**config.mk**
```make
export PLATFORM = sky130hd
export DESIGN_NAME = fifo_wr_arbiter
export DESIGN_NICKNAME = d
export VERILOG_FILES = /design/src/rtl/fifo_wr_arbiter.sv
export SDC_FILE = /design/constraint.sdc
export NUM_CORES = 1
export LEC_CHECK = 0
export ABC_AREA = 1
export BUFFER_PORTS_ARGS = -buffer_cell sky130_fd_sc_hd__clkbuf_2
export CORE_MARGIN = 4
export CORE_UTILIZATION = 55
export CTS_CLUSTER_DIAMETER = 40
export DETAILED_ROUTE_END_ITERATION = 16
export MAX_ROUTING_LAYER = met4
export PLACE_DENSITY_LB_ADDON = 0.15
export SYNTH_ARGS = -nofsm -noshare
export SYNTH_HDL_FRONTEND = slang
export SYNTH_SLANG_ARGS = --single-unit
```
**constraint.sdc**
```tcl
create_clock -name clk -period 7.9 [get_ports clk]
set_input_delay 0.79 -clock clk [delete_from_list [all_inputs] [get_ports clk]]
set_output_delay 0.79 -clock clk [all_outputs]
set_load 0.02 [all_outputs]
```
**src/rtl/fifo_wr_arbiter.sv**
```systemverilog
// Round-robin write-port arbiter with bounded bursts and an occupancy tracker
// that keeps writes out of a full FIFO.
module fifo_wr_arbiter #(
    parameter int NREQ  = 3,
    parameter int DW    = 3,
    parameter int DEPTH = 5,
    parameter int BURST = 2,
    localparam int LW   = $clog2(DEPTH + 1),
    localparam int OW   = (NREQ > 1) ? $clog2(NREQ) : 1,
    localparam int BW   = $clog2(BURST + 1)
) (
    input  logic                 clk,
    input  logic                 rst,
    input  logic [NREQ-1:0]      req,
    input  logic [NREQ*DW-1:0]   din,
    output logic [NREQ-1:0]      ack,
    input  logic                 fifo_rd,
    output logic                 fifo_wr,
    output logic [DW-1:0]        fifo_din,
    output logic [LW-1:0]        level,
    output logic                 full,
    output logic                 empty,
    output logic                 rd_err
);

    logic [OW-1:0] owner;
    logic [BW-1:0] bcnt;
    logic          held;
    logic [OW-1:0] gnt_idx;
    logic          gnt_vld;
    logic          eligible;
    logic          dec;

    function automatic logic [OW-1:0] rr_next(input logic [OW-1:0] base, input int k);
        int s;
        s = (int'(base) + k) % NREQ;
        return OW'(s);
    endfunction

    assign eligible = (level < LW'(DEPTH));

    // held stays low until the first grant after reset, so the reset owner
    // (NREQ-1) never continues a burst and requester 0 wins first.
    always_comb begin
        gnt_idx = owner;
        gnt_vld = 1'b0;
        if (held && req[owner] && (bcnt < BW'(BURST))) begin
            gnt_vld = 1'b1;
        end else begin
            for (int k = 1; k <= NREQ; k++) begin
                if (!gnt_vld && req[rr_next(owner, k)]) begin
                    gnt_vld = 1'b1;
                    gnt_idx = rr_next(owner, k);
                end
            end
        end
        if (!eligible || !rst) begin
            gnt_vld = 1'b0;
        end
    end

    assign ack = gnt_vld ? (NREQ'(1) << gnt_idx) : '0;

    always_ff @(posedge clk or negedge rst) begin
        if (!rst) begin
            owner <= OW'(NREQ - 1);
            bcnt  <= BW'(1);
            held  <= 1'b0;
        end else if (gnt_vld) begin
            held <= 1'b1;
            if (held && (gnt_idx == owner) && (bcnt < BW'(BURST))) begin
                bcnt <= bcnt + BW'(1);
            end else begin
                owner <= gnt_idx;
                bcnt  <= BW'(1);
            end
        end
    end

    always_ff @(posedge clk or negedge rst) begin
        if (!rst) begin
            fifo_wr  <= 1'b0;
            fifo_din <= '0;
        end else begin
            fifo_wr <= gnt_vld;
            if (gnt_vld) begin
                fifo_din <= din[gnt_idx*DW +: DW];
            end
        end
    end

    assign dec = fifo_rd && (level != '0);

    // An accepted write and a read in the same cycle cancel each other.
    always_ff @(posedge clk or negedge rst) begin
        if (!rst) begin
            level  <= '0;
            rd_err <= 1'b0;
        end else begin
            if (gnt_vld && !dec) begin
                level <= level + LW'(1);
            end else if (!gnt_vld && dec) begin
                level <= level - LW'(1);
            end
            if (fifo_rd && (level == '0)) begin
                rd_err <= 1'b1;
            end
        end
    end

    assign full  = (level == LW'(DEPTH));
    assign empty = (level == '0);

endmodule

```
Word level (Yosys, flattened, before mapping)
Cells that the tools add are included.
{"block": "totals", "in_bits": 15, "register_bits": 13, "output_inout_bits": 13}
{"block": "classes", "div": 3, "n_bitwise": 1, "mul": 1, "magnitude_cmp": 6, "shifts": 2, "n_eq_ne": 2, "muxes": 23, "n_reduce_logical": 21, "add_sub_neg": 6}
{"op": "32-bit by 3-bit remainder unit with 32-bit output (second input constant)", "n": 3}
{"op": "2-bit by 3-bit < comparator with 1-bit output (second input constant)", "n": 4}
{"op": "1-bit 2-to-1 mux", "n": 11}
{"op": "1-bit logical AND", "n": 10}
{"op": "2-bit 2-to-1 mux", "n": 5}
{"op": "3-bit 2-to-1 mux", "n": 3}
{"op": "9-bit by 5-bit indexed part select with 3-bit output", "n": 1}
{"op": "1-bit binary-select mux with 2-bit select", "n": 4}
{"op": "2-bit by 2-bit adder with 3-bit output (second input constant)", "n": 2}
{"op": "1-bit logical NOT", "n": 6}
{"op": "2-bit by 2-bit multiplier with 4-bit output (second input constant)", "n": 1}
{"op": "2-bit by 1-bit adder with 3-bit output (second input constant)", "n": 1}
{"op": "3-bit by 1-bit adder with 3-bit output (second input constant)", "n": 1}
{"op": "3-bit == test (second input constant)", "n": 1}
{"op": "3-bit logical NOT", "n": 1}
{"op": "3-bit < comparator (second input constant)", "n": 1}
{"op": "3-bit nonzero test", "n": 1}
{"op": "1-bit by 2-bit left shift with 3-bit output (first input constant)", "n": 1}
{"op": "3-bit by 1-bit subtractor with 3-bit output (second input constant)", "n": 1}
{"op": "2-bit by 1-bit adder with 2-bit output (second input constant)", "n": 1}
{"op": "2-bit == test", "n": 1}
{"op": "2-bit < comparator (second input constant)", "n": 1}
{"op": "2-bit AND reduction", "n": 1}
{"op": "2-bit nonzero test", "n": 1}
{"op": "other kinds (2)", "n": 2}

Longest topological paths before layout
{"block": "depth", "ltp_word": 19, "depth_mapped": 17}

Worst setup path before layout
No wires, ideal clock.
{"block": "synth_timing", "path_kind": "register to output", "start": "register owner[0]", "end": "output ack[1]", "t_required_ps": 7110, "setup_slack_ps": 4975, "arrival_ps": 2135, "stages_incl_launch_ff": 12, "path_cell_list": "dfrtp_1 inv_1 ha_1 o21ai_1 nand2_4 nand2_1 inv_1 o21ai_1 nand2_2 nand2_2 nand2_4 nor3_1"}
{"block": "synth_between", "elab_chain_cells": 16}
{"item": "start: declaration", "line": "26", "rtl": "logic [OW-1:0] owner;"}
{"item": "start signal: assignment", "line": "66", "rtl": "owner <= OW'(NREQ - 1);"}
{"item": "start signal: assignment", "line": "74", "rtl": "owner <= gnt_idx;"}
{"item": "2-bit by 1-bit adder with 3-bit output", "line": "36", "rtl": "s = (int'(base) + k) % NREQ;"}
{"item": "32-bit by 3-bit remainder unit with 32-bit output", "line": "36"}
{"item": "1-bit binary-select mux with 2-bit select", "line": "51", "rtl": "if (!gnt_vld && req[rr_next(owner, k)]) begin"}
{"item": "1-bit 2-to-1 mux (implied by the code)", "line": "51"}
{"item": "1-bit 2-to-1 mux", "line": "51"}
{"item": "1-bit 2-to-1 mux", "line": "47", "rtl": "if (held && req[owner] && (bcnt < BW'(BURST))) begin"}
{"item": "1-bit logical NOT", "line": "51"}
{"item": "1-bit logical AND", "line": "51"}
{"item": "1-bit 2-to-1 mux", "line": "51"}
{"item": "1-bit 2-to-1 mux", "line": "47"}
{"item": "1-bit logical NOT", "line": "51"}
{"item": "1-bit logical AND", "line": "51"}
{"item": "2-bit 2-to-1 mux or 1-bit 2-to-1 mux (tied branches)", "line": "51"}
{"item": "2-bit 2-to-1 mux or 1-bit 2-to-1 mux (tied branches)", "line": "47"}
{"item": "1-bit by 2-bit left shift with 3-bit output or 1-bit 2-to-1 mux (tied branches)", "line": "62, 57"}
{"item": "3-bit 2-to-1 mux *", "line": "62", "rtl": "assign ack = gnt_vld ? (NREQ'(1) << gnt_idx) : '0;"}
{"item": "end: declaration", "line": "16", "rtl": "output logic [NREQ-1:0] ack,"}
Every way passes the cells marked *; elsewhere a longest branch is shown, timed or not. The select of a mux whose other input is x is not followed.

Worst setup path in the final report
{"block": "layout_timing", "start": "register owner[1]", "end": "output ack[1]"}
Same word-level chain as after synthesis.

==> summary.md <==
| Metric | Value |
|---|---|
| Synth top area share | `between 20% and 30%` |
| Required time worst endpoint | `around 7 ns` |
| Post-CTS setup buffer count | `0` |
| Setup violations, final | `0` |
| Largest net degree at the start of global routing | `15` |
| Synth warn | `0` |
| Rows | `15` |
| First-pass GRT wire length | `approximately 4400 um` |
| Status | `finished clean` |
| Final nets | `~210` |
| Worst R2R Setup Slack | `4.67 ns` |
| Clock buffer depth | `2` |
| Area leader, netlist | `dfrtp_1` |
| Vias in the first global route | `approximately 1100` |
| # DRC | `0` |
| Cell Area, Synth | `1090 um^2` |
| Max Freq | `~270 MHz` |
| Final ANT Viol Nets | `0` |
| Max-cap violations | `0` |
| Pre-antenna DRT Iters | `4` |
| Layout cells sized above 1 | `31.2%` |
| Crit end category | `primary output` |
| Clk_skew | `0.000969 ns` |
| Area Overhead vs Synth | `16.9%` |
| Setup TNS | `0 ns` |
| Hold_buf cts | `0` |
| I/O pins | `28` |
| CP Buf/Inv Count | `4` |
| Mapped Avg Cell Area | `6.89 um^2` |
| Antenna Cells | `0` |
| WL final | `about 2400 um` |
| Hold Fails Final Rpt | `0` |
| Hpwl dp | `roughly 2000 um` |
| CTS Buf Count | `3` |
| Slowest cell on crit path | `dfstp_2` |
| Gr ovfl total | `0` |
| Gpl congestion | `approximately 0.9` |
| Worst R2R End | `level[2]` |
| CTS H-tree lvls | `1` |
| Post-synthesis cell count | `159` |
| Hold_ws | `between 0.3 and 0.4 ns` |
| Vias | `around 1100` |
| CP peak stage delay | `roughly 0.58 ns` |
| Global Route Usage Sum | `21.6%` |
| CP Class | `reg2out` |
| Post-CTS Resized | `0` |
| CP startpoint kind | `flip-flop` |
| Initial Util | `around three fifths` |
| Critical path cell sequence | `inv_1, ha_1, nor2_1, nand2_1, nand2_1, inv_1, a31oi_2, inv_2, nor3_1, clkbuf_2` |
| CTS tree | `yes` |
| Die area | `approximately 2800 um^2` |
| Vias per std cell | `~5.3` |
| Crit-path leading delay family | `simple AND/OR/NAND/NOR gates` |
| Initial antenna violation count | `0` |
| DP Area | `roughly 1300 um^2` |
| Wire length per cell | `between 10 and 15 um` |
| Ranking of synthesized cells by area | `dfrtp_1 25%, nand2_1 14%, nand3_1 9.6%` |
| Final slew viol count | `0` |
| Register clock-pin slew on the reported worst setup and hold paths | `around 0.070 ns` |
| Die Y | `~53 um` |
| Critical Path Fanout Max | `13` |
| Core area | `about 1800 um^2` |
| Clk_lat worst skew | `0.28 ns` |
| FF+latch count, synth | `13` |
| Syn nets | `~180` |
| Count of different cell masters after synthesis | `27` |
| RR Startpoint | `owner[1]` |
| Crit path arrival time | `between 2 and 3 ns` |
| Clock Sinks | `13` |
| Util after Layout | `71.0%` |
| R2R cell count | `13` |
| Tmin final | `3.67 ns` |
| Final instance area | `roughly 1300 um^2` |
| Root buffer cell | `clkbuf_4` |
| Fin crit share | `46.4%` |
| Input/output buffers | `27` |
| Sequential area share after synthesis | `29.9%` |
| Width of the die | `between 50 and 60 um` |
| Unrepaired setup endpoints after global routing | `no` |
| Slew Limit Headroom | `between 50% and 60%` |
| Least-Margin Pin Slew | `between 0.6 and 0.7 ns` |
| DRT iter0 DRCs | `31` |
| Worst hold path class | `in2async` |
==> cells by family (layout without fill, tap and decap cells) <==
family,after synthesis,in the layout,share of synthesized area (%)
xor gates and xnor gates,2,2,1.60
AOI/OAI and AO/OA,11,11,6.06
adders and majority gates,4,4,5.26
and+or+nand+nor,102,102,45.7
muxes,3,3,2.86
DFF,13,13,29.9
buffers and inverters,24,54,8.57
==> worst register-to-register path, cell delays in order (launching register included) <==
cell     delay (ns)
dfstp_2        0.58
inv_1          0.09
ha_1           0.27
nor2_1         0.17
nand2_1        0.06
nand2_1        0.17
inv_1          0.08
a31oi_2        0.58
ha_1           0.26
inv_1          0.07
fa_1           0.39
a21oi_1        0.14
o21ai_0        0.11
xor2_1         0.15
==> final cells by class <==
| type | instances | area [um^2] |
|---|---|---|
| Multi-Input combinational cell | 122 | 673 |
| Fill cell | 155 | 522 |
| Timing Repair Buffer | 27 | 135 |
| Inverter | 23 | 86.3 |
| Clock buffer | 4 | 26.3 |
| Tap cell | 25 | 31.3 |
| Sequential cell | 13 | 328 |
==> flip-flops by register name (all words and copies together), names as in the netlist <==
name	flops
fifo_din	3
rd_err	1
owner	2
fifo_wr	1
held	1
level	3
bcnt	2
==> cell usage in the layout, fill, tap and decap left out, types with 5 or more instances in the layout <==
cell      netlist  layout
nand3_1        21      21
nand3_2         5       5
nand2_1        41      41
clkbuf_2        0      27
nand2_2         6       6
inv_1          16      16
inv_2           7       7
o21ai_0         5       5
nor2_1         18      18
dfrtp_1        11      11
==> cells in the mapped netlist, drive strengths merged <==
| cell | instances |
|---|---|
| ha | 3 |
| xnor2 | 1 |
| mux2i | 2 |
| a21oi | 2 |
| or2 | 1 |
| nor2 | 20 |
| mux2 | 1 |
| a31oi | 1 |
| a31o | 1 |
| nor3 | 2 |
| fa | 1 |
| nand4 | 3 |
| inv | 23 |
| nand3 | 26 |
| nand2 | 50 |
| dfstp | 2 |
| o21ai | 7 |
| buf | 1 |
| xor2 | 1 |
| dfrtp | 11 |
==> per-stage QoR <==
step           instances  setup slack [ns]
6_report             214              4.23
3_5_place_dp         210              4.54
3_3_place_gp         210              4.57
5_1_grt              214              3.92
2_1_floorplan        159              4.97
4_1_cts              214              4.24
==> worst max-delay path by stage <==
stage	cells past startpoint	slack, ns	endpoint	from
floorplan	11	4.97	ack[1]	owner[0]
global placement	10	4.57	ack[2]	owner[1]
detailed placement	8	4.54	ack[2]	req[2]
CTS	10	4.24	ack[2]	owner[0]
global route	10	3.92	ack[2]	owner[0]
finish	10	4.23	ack[1]	owner[1]
==> layer usage <==
metal	routed length [um]	part of all wire [%]	global-route usage, %	up-vias
li1	-	-	-	570
met1	1130	46	27.8	497
met2	1080	44	33.1	56
met3	199	8.2	3.42	4
met4	25	1.0	10.2	0
met5	0	0	-	-
Power is left out: the tool's default activity adds up to more than one toggle a clock period on the data nets, which glitch-free logic cannot reach.
